## src/rtl/spi_cmd_pkg.sv

```systemverilog
// Shared types and constants for the SPI command decoder.
// Opcode encoding, FSM state encoding and field widths.
package spi_cmd_pkg;

  localparam int OPC_W     = 4;
  localparam int ERR_CNT_W = 8;

  typedef enum logic [OPC_W-1:0] {
    OP_NOP      = 4'h0,
    OP_SETPOINT = 4'h1,
    OP_KP       = 4'h2,
    OP_CTRL     = 4'h3,
    OP_COMMIT   = 4'h4
  } opcode_e;

  typedef enum logic [1:0] {
    ST_IDLE,
    ST_CAPTURE,
    ST_APPLY,
    ST_WAIT_LOW
  } state_e;

endpackage

```

## src/rtl/spi_valid_sync.sv

```systemverilog
// Two-flop synchroniser for the SPI word-valid level plus a rising-edge pulse
// taken on the synchronised level.
module spi_valid_sync (
  input  logic clk,
  input  logic rst,
  input  logic din,
  output logic level,
  output logic rise
);

  logic v_s1;
  logic v_s2;
  logic v_s2_d;

  always_ff @(posedge clk or posedge rst) begin
    if (rst) begin
      v_s1   <= 1'b0;
      v_s2   <= 1'b0;
      v_s2_d <= 1'b0;
    end else begin
      v_s1   <= din;
      v_s2   <= v_s1;
      v_s2_d <= v_s2;
    end
  end

  assign level = v_s2;
  assign rise  = v_s2 & ~v_s2_d;

endmodule

```

## src/rtl/spi_cmd_decoder.sv

```systemverilog
// Decodes completed SPI words into setpoint / kp / enable register writes.
// Define SPI_CMD_SHADOW_EN to stage writes in shadows applied by a COMMIT opcode.
import spi_cmd_pkg::*;

module spi_cmd_decoder #(
  parameter int WIDTH    = 16,
  parameter int KP_RESET = 1
) (
  input  logic                   sys_clk,
  input  logic                   sys_reset,
  input  logic [WIDTH-1:0]       mosi_buffer,
  input  logic                   mosi_buffer_valid,
  output logic [WIDTH-OPC_W-1:0] setpoint,
  output logic [WIDTH-OPC_W-1:0] kp,
  output logic                   ctrl_enable,
  output logic                   cmd_update,
  output logic                   cmd_error,
  output logic [ERR_CNT_W-1:0]   err_count
);

  localparam int DATA_W = WIDTH - OPC_W;

  function automatic logic [ERR_CNT_W-1:0] sat_inc(input logic [ERR_CNT_W-1:0] v);
    return (&v) ? v : v + ERR_CNT_W'(1);
  endfunction

  logic v_level;
  logic v_rise;

  spi_valid_sync u_sync (
    .clk   (sys_clk),
    .rst   (sys_reset),
    .din   (mosi_buffer_valid),
    .level (v_level),
    .rise  (v_rise)
  );

  state_e state_q;
  state_e state_d;

  always_ff @(posedge sys_clk or posedge sys_reset) begin
    if (sys_reset) state_q <= ST_IDLE;
    else           state_q <= state_d;
  end

  // WAIT_LOW guarantees one frame per valid assertion however long it is held.
  always_comb begin
    state_d = state_q;
    case (state_q)
      ST_IDLE:     if (v_rise) state_d = ST_CAPTURE;
      ST_CAPTURE:  state_d = ST_APPLY;
      ST_APPLY:    state_d = ST_WAIT_LOW;
      ST_WAIT_LOW: if (!v_level) state_d = ST_IDLE;
      default:     state_d = ST_IDLE;
    endcase
  end

  // Stage p0: frame capture (datapath, no reset needed)
  logic [WIDTH-1:0] frame_p0;

  always_ff @(posedge sys_clk) begin
    if (state_q == ST_CAPTURE) frame_p0 <= mosi_buffer;
  end

  opcode_e           opc_p0;
  logic [DATA_W-1:0] data_p0;

  assign opc_p0  = opcode_e'(frame_p0[WIDTH-1 -: OPC_W]);
  assign data_p0 = frame_p0[DATA_W-1:0];

`ifdef SPI_CMD_SHADOW_EN
  logic [DATA_W-1:0] setpoint_sh;
  logic [DATA_W-1:0] kp_sh;
  logic              ctrl_enable_sh;
`endif

  // Stage p1: decode and register update
  always_ff @(posedge sys_clk or posedge sys_reset) begin
    if (sys_reset) begin
      setpoint       <= '0;
      kp             <= DATA_W'(KP_RESET);
      ctrl_enable    <= 1'b0;
      cmd_update     <= 1'b0;
      cmd_error      <= 1'b0;
      err_count      <= '0;
`ifdef SPI_CMD_SHADOW_EN
      setpoint_sh    <= '0;
      kp_sh          <= DATA_W'(KP_RESET);
      ctrl_enable_sh <= 1'b0;
`endif
    end else begin
      cmd_update <= 1'b0;
      cmd_error  <= 1'b0;
      if (state_q == ST_APPLY) begin
        case (opc_p0)
          OP_NOP: ;
`ifdef SPI_CMD_SHADOW_EN
          OP_SETPOINT: setpoint_sh <= data_p0;
          OP_KP:       kp_sh       <= data_p0;
          OP_CTRL: begin
            ctrl_enable_sh <= data_p0[0];
            if (data_p0[1]) err_count <= '0;
          end
          OP_COMMIT: begin
            setpoint    <= setpoint_sh;
            kp          <= kp_sh;
            ctrl_enable <= ctrl_enable_sh;
            cmd_update  <= 1'b1;
          end
`else
          OP_SETPOINT: begin
            setpoint   <= data_p0;
            cmd_update <= 1'b1;
          end
          OP_KP: begin
            kp         <= data_p0;
            cmd_update <= 1'b1;
          end
          OP_CTRL: begin
            ctrl_enable <= data_p0[0];
            cmd_update  <= 1'b1;
            if (data_p0[1]) err_count <= '0;
          end
`endif
          default: begin
            cmd_error <= 1'b1;
            err_count <= sat_inc(err_count);
          end
        endcase
      end
    end
  end

endmodule

```

## config.mk

```make
export PLATFORM = sky130hd
export DESIGN_NAME = spi_cmd_decoder
export DESIGN_NICKNAME = d
export VERILOG_FILES = /design/src/rtl/spi_cmd_pkg.sv /design/src/rtl/spi_valid_sync.sv /design/src/rtl/spi_cmd_decoder.sv
export SDC_FILE = /design/constraint.sdc
export NUM_CORES = 1
export LEC_CHECK = 0
export ABC_AREA = 1
export BUFFER_PORTS_ARGS = -buffer_cell sky130_fd_sc_hd__buf_2
export CAP_MARGIN = 20
export CORE_ASPECT_RATIO = 1.75
export CORE_MARGIN = 1.5
export CORE_UTILIZATION = 40
export CTS_BUF_LIST = sky130_fd_sc_hd__clkbuf_4 sky130_fd_sc_hd__clkbuf_8
export DETAILED_ROUTE_END_ITERATION = 6
export HOLD_SLACK_MARGIN = 0.05
export PLACE_DENSITY = 0.59
export SETUP_SLACK_MARGIN = 0.3
export SYNTH_ARGS = -nofsm -noshare
export SYNTH_HDL_FRONTEND = slang
export SYNTH_HIERARCHICAL = 1
export SYNTH_SLANG_ARGS = --single-unit
```

## constraint.sdc

```tcl
create_clock -name sys_clk -period 1.9 [get_ports sys_clk]
set_input_delay 0.285 -clock sys_clk [delete_from_list [all_inputs] [get_ports sys_clk]]
set_output_delay 0.285 -clock sys_clk [all_outputs]
set_load 0.01 [all_outputs]
```

==> results of run 1 <==
## area by class of cell
class,instances,area (um^2)
clock inverter,2,60.06
multi-input combinational,131,669.4
fill,563,2735
tap,76,95.09
sequential,56,1483
inverter,31,116.4
clock buffer,6,76.32
timing repair buffer,58,305.3
## sequential cells by signal (all words and copies together), names as in the netlist
| name | count |
|---|---|
| err_count | 8 |
| state_q | 2 |
| u_sync/v_s1 | 1 |
| ctrl_enable | 1 |
| frame_p0 | 16 |
| u_sync/v_s2_d | 1 |
| setpoint | 12 |
| cmd_update | 1 |
| u_sync/level | 1 |
| cmd_error | 1 |
| kp | 12 |
## critical path: stages, from the launching register on
cell and delay (ns):
dfrtp_1 0.41, inv_1 0.13, ha_2 0.26, inv_2 0.06
a21oi_2 0.17, nand2_1 0.10, nor2_2 0.20, nand2_1 0.08
nand2_1 0.06
## how the worst min path moves through the flow
stage | startpoint | slack, ns | end | depth (start not counted)
finish | mosi_buffer_valid | 0.09 | u_sync/v_s1$_DFF_PP0_ | 1
floorplan | sys_reset | 0.04 | u_sync/level$_DFF_PP0_ | 1
global placement | sys_reset | 0.16 | u_sync/v_s1$_DFF_PP0_ | 2
CTS | mosi_buffer_valid | 0.07 | u_sync/v_s1$_DFF_PP0_ | 1
detailed placement | sys_reset | 0.17 | u_sync/v_s1$_DFF_PP0_ | 2
global route | mosi_buffer_valid | 0.07 | u_sync/v_s1$_DFF_PP0_ | 1
## routing by layer
metal / track usage / up-vias / part of all wire
met2: 0.2860 / 38 / 0.56
li1: - / 826 / -
met5: 0 / - / 0
met3: 0.03513 / 6 / 0.040
met4: 0.07179 / 0 / 0.018
met1: 0.1720 / 761 / 0.38
## layout by cell type (no fill, tap or decap), drive strengths merged
cell type and instances:
bufinv 2, nand4 2, inv 31, a21oi 3, nor2 17, ha 6
clkbuf 6, dlygate4sd3 1, o21bai 1, buf 57, o21ai 33, dfrtp 39
edfxtp 16, nand3 7, dfstp 1, nand2 59, a211oi 1, nor3 2
## per-stage QoR
stage	instance area (um^2)	setup WS, ns	cells	hold WS, ns
after floorplan	2285	0.5000	223	0.03864
after global placement	2646	0.3897	351	0.1606
after detailed placement	2646	0.3447	351	0.1652
after CTS	2793	0.3251	360	0.07366
after global routing	2805	0.2738	360	0.07305
final	2805	0.3747	360	0.09093
## logic make-up (layout without fill, tap and decap cells)
kind of cell | after synthesis | after routing | share of synthesized area
AO/OA/AOI/OAI | 38 | 38 | 0.08708
adder cells (fa/ha/maj) | 6 | 6 | 0.03286
buffers and inverters | 36 | 97 | 0.06353
flip-flops | 56 | 56 | 0.6490
AND/OR/NAND/NOR | 87 | 87 | 0.1676
## where the power goes
part	total, mW	leakage [nW]	internal (mW)	switching (mW)
clock network	0.905	0.0688	0.541	0.364
logic	1.27	0.695	0.490	0.781
registers	1.93	0.663	1.69	0.239
total	4.10	1.43	2.72	1.38
## what timing repair did
action | CTS | global route
endpoints found under the hold margin | 3 | 0
resized for setup | 0 | 3
hold buffers | 1 | 0
endpoints found under the setup margin | 0 | 8
==> results_dict.tcl, run 1 <==
set metrics [dict create \
    cts.reportedPaths.clkPinSlew_ns 0.09 \
    fin_nets 308 \
    final_max_slew_viol_count 0 \
    finalSetupViolations 0 \
    fin_util 0.5063 \
    rows 36 \
    worstPathRequired_ns 2.15 \
    fin_crit_ns 1.525 \
    setup.worst_path.start "state_q[0]$_DFFE_PP0P_" \
    ys_async_sr_fraction 0.7143 \
    synth.avg_cell_area_um2 10.25 \
    relSlewSlack 0.6879 \
    arrival_ns 1.78 \
    postSynthNetCount 248 \
    rsz0062_at_grt "no" \
    cts_tree "yes" \
    diodes 0 \
    synth_cells 223 \
    ys_top_cells_by_area "dfrtp_1, edfxtp_1, nand2_1" \
    reg2regPathDepth 8 \
    cts_sinks 56 \
    core-area_um2 5540 \
    drc 0 \
    critPathCaptureType "flop" \
    vias 1631 \
    netlist_area_um2 2285 \
    dp_hpwl_um 3194 \
    synth-main-ff-cell "dfrtp_1" \
    start_util 0.4124 \
    overflow 0 \
    r2r-start "state_q[0]$_DFFE_PP0P_" \
    die_h_um 103.0 \
    maxCapViolations 0 \
    die_area_um2 6192 \
    viasPerCell 4.531 \
    crit_end "err_count[2]$_DFFE_PP0P_" \
    yosysWarningCount 6 \
    powerDensity_nw_per_um2 1463 \
    port_buffers 53 \
    fin_skew_ns 0.01224 \
    wirelength_um 4453 \
    synth_most_common_cell "nand2_1" \
    postCtsSetupRepairBufs 0 \
    hold_viol 0 \
    drt_pass1_iterations 4 \
    fin_crit_sh 0.8028 \
    cts_buffers 5 \
    h-tree-depth 2 \
    hold_class "input port to flop" \
    wire_per_inst_um 12.37 \
    cts_root_buf "clkbuf_8" \
    gp_congestion 0.7261 \
    worst_pin_slew_ns 0.4633 \
    area_growth_pct 22.78 \
    antenna_found_initial 0 \
    max_freq_ghz 0.6556 \
    status "finished, final reports clean" \
    cp-start-kind "flop" \
    grt_max_degree 38 \
    synth_cell_type_count 24 \
    grt_use_total 0.1590 \
    synth_edf_count 16 \
    peakVddDrop_uv 808.7 \
    drive_gt1_frac 0.2817 \
    die_w_um 60.13 \
    power_leakage_nw 1.427 \
    ys_ff_latch 56 \
    synthTopCellsByCount "nand2_1, dfrtp_1, inv_1" \
    drt-initial-drc-count 58 \
    grt_pass1_vias 1538 \
    synth_top_area_frac 0.4272 \
    power_mw 4.103 \
    grt_pass1_wl_um 7120 \
    critical_path_class "flop to flop" \
    fin_tns_setup_ns 0 \
    cts.path.max_buffers 2 \
    ff2ff_setup_slack_ns 0.37 \
    postRouteAntennaNets 0 \
    crit_fanout 5 \
    ys_seq_area_frac 0.6490 \
    clock_latency_ns 0.31 \
    worstReg2RegEnd "err_count[2]$_DFFE_PP0P_" \
    pin_count 54 \
    yosys.area.top_type "dfrtp_1" \
]
Power figures use the tool's default switching activity.
==> run 2: changes to the inputs <==
==> constraint.sdc (replaced) <==
create_clock -name sys_clk -period 1.45 [get_ports sys_clk]
set_input_delay 0.2175 -clock sys_clk [delete_from_list [all_inputs] [get_ports sys_clk]]
set_output_delay 0.2175 -clock sys_clk [all_outputs]
set_load 0.01 [all_outputs]
==> results_dict.tcl, run 2 (same netlist as run 1, synthesis figures left out) <==
set metrics [dict create \
    drt_pass1_iterations 4 \
    port_buffers 53 \
    reg_top3 "frame_p0 (16), kp (12), setpoint (12)" \
    rows 36 \
    grt_max_degree 38 \
    h-tree-depth 2 \
    grt_use_total 0.1669 \
    die_area_um2 6192 \
    area_growth_pct 36.75 \
    fin_skew_ns 0.006321 \
    powerDensity_nw_per_um2 1874 \
    instances_no_fill 381 \
    worstPathRequired_ns 1.70 \
    diodes 0 \
    cts.path.max_buffers 2 \
    swShare 0.3609 \
    core-area_um2 5540 \
    stdcell_area_um2 3124 \
    wirelength_um 5034 \
    gp_congestion 0.7904 \
    cts_sinks 56 \
    grt_pass1_vias 1638 \
    rsz0062_at_grt "yes" \
    hold_viol 0 \
    status "finished, final reports clean" \
    vias 1759 \
    wire_per_inst_um 13.21 \
    top_register "frame_p0" \
    final_max_slew_viol_count 0 \
    antenna_found_initial 0 \
    cp-start-kind "flop" \
    critical_path_class "flop to flop" \
    cts_tree "yes" \
    layout_commonest_cell "nand2_1" \
    arrival_ns 1.58 \
    relSlewSlack 0.8531 \
    drt-initial-drc-count 60 \
    critPathCaptureType "flop" \
    drive_gt1_frac 0.4033 \
    hold_class "input port to flop" \
    fin_nets 329 \
    largest_reg_flops 16 \
    pin_count 54 \
    p_int_mw 3.741 \
    fin_tns_setup_ns 0 \
    finalSetupViolations 0 \
    power_mw 5.855 \
    maxCapViolations 0 \
    dp_hpwl_um 3287 \
    combinationalPowerShare 0.422 \
    grt_pass1_wl_um 7583 \
    power_frac_seq 0.434 \
    worst_pin_slew_ns 0.2198 \
    placed_area_um2 2709 \
    max_freq_ghz 0.7529 \
    power_leakage_nw 1.528 \
    p_clk_frac 0.145 \
    postRouteAntennaNets 0 \
    die_w_um 60.13 \
    die_h_um 103.0 \
    drc 0 \
    start_util 0.4124 \
    fin_util 0.5639 \
    overflow 0 \
    peakVddDrop_uv 1191 \
    viasPerCell 4.617 \
    cts_root_buf "clkbuf_8" \
    final_cell_mix "nand2_1, buf_2, dfrtp_1" \
    clock_latency_ns 0.31 \
    crit_fanout 4 \
    fin_crit_ns 1.328 \
    cts_buffers 5 \
    place_inst 353 \
    cts.reportedPaths.clkPinSlew_ns 0.10 \
    fin_crit_sh 0.9160 \
    power_switching_mw 2.113 \
]
==> run 2: changes by cell type in the layout (fill, tap and decap cells not counted), moves of 4 or more <==
cell / before / now
buf_2: 53 / 49
buf_4: 4 / 16
buf_6: 0 / 7
ha_1: 5 / 0
inv_1: 29 / 24
inv_2: 2 / 6
nand2_1: 57 / 52
nand2_2: 2 / 7
o21ai_0: 28 / 24
==> run 2: path summary, 6_finish.rpt <==
| kind | start | depth (start not counted) | slack, ns | endpoint |
|---|---|---|---|---|
| worst min register to register | u_sync/v_s1$_DFF_PP0_ | 0 | 0.35 | u_sync/level$_DFF_PP0_ |
| worst min-delay path | mosi_buffer[6] | 1 | 0.07 | frame_p0[6]$_DFFE_PN_ |
| max in group asynchronous | sys_reset | 4 | 0.69 | kp[0]$_DFFE_PP1P_ |
| worst max register to register | state_q[0]$_DFFE_PP0P_ | 8 | 0.12 | err_count[6]$_DFFE_PP0P_ |
| min in group asynchronous | sys_reset | 3 | 0.32 | u_sync/level$_DFF_PP0_ |
| worst max-delay path | state_q[0]$_DFFE_PP0P_ | 8 | 0.12 | err_count[6]$_DFFE_PP0P_ |
==> run 2: critical path, stage by stage (launching register included) <==
cell and delay [ns]:
dfrtp_1 0.40, inv_2 0.09, ha_4 0.17, inv_4 0.04, a21oi_4 0.20, nand2_2 0.09, nor2_4 0.15, nand2_1 0.07
nand2_1 0.06
==> run 2: metrics by stage <==
stage / hold slack [ns] / worst slack, ns
after floorplan: -0.02886 / 0.1797
after global placement: 0.09202 / 0.09401
after detailed placement: 0.09816 / 0.04632
after CTS: 0.06226 / 0.1567
after global routing: 0.05982 / 0.05329
final: 0.07470 / 0.1218
==> run 2: timing repair <==
item / CTS / global route
gates cloned: 1 / 1
endpoints found under the hold margin: 40 / 0
buffers inserted: 7 / 9
gates resized for setup: 18 / 23
hold buffers: 2 / 0
pin swaps: 4 / 8
setup endpoints to repair: 52 / 57
==> run 2: final cells by class <==
| class | instances | area [um^2] |
|---|---|---|
| multi-input cells | 132 | 788.3 |
| clock inverters | 3 | 21.27 |
| inverters | 31 | 118.9 |
| fillers | 497 | 2416 |
| well taps | 76 | 95.09 |
| flip-flops and latches | 56 | 1485 |
| clock buffers | 5 | 68.82 |
| repair buffers | 78 | 546.8 |
==> run 2: power by group through the flow <==
stage                     combinational (mW)  clock, mW  sequential (mW)
final                                   2.47      0.846             2.54
after global routing                    2.75      0.938             2.60
after CTS                               2.13      0.902             2.53
after detailed placement                1.77          0             2.57
after global placement                  1.73          0             2.56
after floorplan                        0.907          0             2.71
==> run 2: routing by layer <==
metal	vias up	track usage	wire (um)
met2	45	0.3152	2852
met5	-	0	0
li1	876	-	-
met3	8	0.02886	170
met1	830	0.1800	1886
met4	0	0.05641	124
==> run 3: changes to the inputs <==
--- a/config.mk
+++ b/config.mk
@@ -12,9 +12,11 @@
 export CORE_MARGIN = 1.5
 export CORE_UTILIZATION = 40
 export CTS_BUF_LIST = sky130_fd_sc_hd__clkbuf_4 sky130_fd_sc_hd__clkbuf_8
+export CTS_CLUSTER_DIAMETER = 50
 export DETAILED_ROUTE_END_ITERATION = 6
 export HOLD_SLACK_MARGIN = 0.05
 export PLACE_DENSITY = 0.59
+export REMOVE_ABC_BUFFERS = 1
 export SETUP_SLACK_MARGIN = 0.3
 export SYNTH_ARGS = -nofsm -noshare
 export SYNTH_HDL_FRONTEND = slang
==> results_dict.tcl, run 3 (same netlist as run 1, synthesis figures left out) <==
set metrics [dict create \
    status "finished, final reports clean" \
    grt_use_total 0.1789 \
    fin_util 0.6183 \
    arrival_ns 1.68 \
    dp_hpwl_um 3308 \
    relSlewSlack 0.7808 \
    critPathCaptureType "flop" \
    cp-start-kind "flop" \
    crit_chain "inv_2 > buf_4 > buf_4 > buf_6 > ha_4 > inv_2 > o21ai_4 > nor3_2 > a21oi_1" \
    combinationalPowerShare 0.440 \
    min_path_cells 1 \
    hold_class "input port to flop" \
    drive_gt1_frac 0.4476 \
    worst_pin_slew_ns 0.3285 \
    cts_tree "yes" \
    max_freq_ghz 0.6902 \
    holdPathEnd "frame_p0[2]$_DFFE_PN_" \
    powerDensity_nw_per_um2 1795 \
    crit_slowest_cell "dfrtp_1" \
    worstPathRequired_ns 1.68 \
    rsz0062_at_grt "yes" \
    drt_pass1_iterations 4 \
    instances_no_fill 391 \
    wire_per_inst_um 13.75 \
    ff2ff_setup_slack_ns 0.001 \
    vias 1816 \
    power_leakage_nw 1.685 \
    fin_crit_sh 0.9992 \
    timing.critical_path.slowest_cell_delay_ns 0.41 \
    r2r-start "state_q[0]$_DFFE_PP0P_" \
    critical_path_class "flop to flop" \
    power_mw 6.148 \
    cts_buffers 5 \
    power_switching_mw 2.267 \
    reg2regPathDepth 9 \
    worstReg2RegEnd "state_q[0]$_DFFE_PP0P_" \
    cts.reportedPaths.clkPinSlew_ns 0.10 \
    crit_family "buffers and inverters" \
    top_register "frame_p0" \
    p_int_mw 3.881 \
    area_growth_pct 49.95 \
    maxCapViolations 0 \
    port_buffers 53 \
    cp_num_buf_inv 5 \
    fin_skew_ns 0.008531 \
    core-area_um2 5540 \
    die_h_um 103.0 \
    h-tree-depth 2 \
    whs_ns 0.07772 \
    gp_congestion 0.7770 \
    fin_nets 339 \
    antenna_found_initial 0 \
    largest_reg_flops 16 \
    wirelength_um 5377 \
    drc 0 \
    min-delay-start "mosi_buffer[2]" \
    hold_viol 0 \
    grt_pass1_wl_um 8135 \
    crit_fanout 4 \
    swShare 0.3687 \
    reg_top3 "frame_p0 (16), kp (12), setpoint (12)" \
    die_area_um2 6192 \
    p_clk_frac 0.140 \
    peakVddDrop_uv 1077 \
    finalSetupViolations 0 \
    drt-initial-drc-count 82 \
    final_max_slew_viol_count 0 \
    postRouteAntennaNets 0 \
    fin_crit_ns 1.449 \
    layout_commonest_cell "buf_2" \
    viasPerCell 4.645 \
    final_cell_mix "buf_2, nand2_1, dfrtp_1" \
    cts_root_buf "clkbuf_8" \
    overflow 0 \
    grt_max_degree 32 \
    diodes 0 \
    grt_pass1_vias 1759 \
    cts_sinks 56 \
    start_util 0.4124 \
    rows 36 \
    clock_latency_ns 0.31 \
    cts.path.max_buffers 2 \
    power_frac_seq 0.420 \
    die_w_um 60.13 \
    place_inst 359 \
    pin_count 54 \
]
-- run 3: cell types whose count changed in the layout (fill, tap and decap cells not counted), moves of 7 or more --
cell     change
o21ai_0     -18
o21ai_2     +11
nand2_1      -9
nand2_4      +9
buf_6        +7
o21ai_1      +7
-- run 3: power groups by stage --
stage               logic (mW)  clock network (mW)  registers, mW
floorplan                0.824                   0           2.70
global placement          1.84                   0           2.52
detailed placement        1.86                   0           2.53
CTS                       2.41               0.886           2.55
global route              2.99               0.931           2.65
finish                    2.70               0.860           2.59
-- run 3: final cells by class --
class,count,area [um^2]
sequential,56,1483
clock buffer,5,68.82
tap,76,95.09
timing repair buffer,89,760.7
fill,472,2115
inverter,31,118.9
multi-input combinational,131,877.1
clock inverter,3,22.52
-- run 3: repair_timing --
action,CTS,global route
cloned,4,2
resized for setup,60,33
buffers inserted,13,3
pin swaps,5,7
endpoints found under the hold margin,9,0
endpoints found under the setup margin,54,57
hold buffers,2,0
-- run 3: worst max path at each step --
| stage | depth (start not counted) | start | endpoint | slack [ns] |
|---|---|---|---|---|
| floorplan | 5 | state_q[0]$_DFFE_PP0P_ | setpoint[0]$_DFFE_PP0P_ | 0.02 |
| global placement | 7 | state_q[0]$_DFFE_PP0P_ | setpoint[11]$_DFFE_PP0P_ | 0.07 |
| detailed placement | 8 | state_q[0]$_DFFE_PP0P_ | err_count[3]$_DFFE_PP0P_ | 0.02 |
| CTS | 8 | state_q[0]$_DFFE_PP0P_ | kp[4]$_DFFE_PP0P_ | 0.07 |
| global route | 9 | state_q[0]$_DFFE_PP0P_ | state_q[0]$_DFFE_PP0P_ | -0.08 |
| finish | 9 | state_q[0]$_DFFE_PP0P_ | state_q[0]$_DFFE_PP0P_ | 0.001 |
-- run 3: through the flow --
stage / area, um^2 / setup WS (ns) / TNS (ns)
global placement: 2756 / 0.07064 / 0
floorplan: 2256 / 0.01892 / 0
global route: 3426 / -0.08204 / -0.3698
CTS: 3253 / 0.06596 / 0
detailed placement: 2756 / 0.01533 / 0
finish: 3426 / 0.001182 / 0
-- run 3: metal layers --
layer,wire length [um],up-vias,global-route usage
li1,-,895,-
met1,1994,867,0.1931
met2,3063,46,0.3370
met3,193,8,0.03137
met4,125,0,0.06154
met5,0,-,0
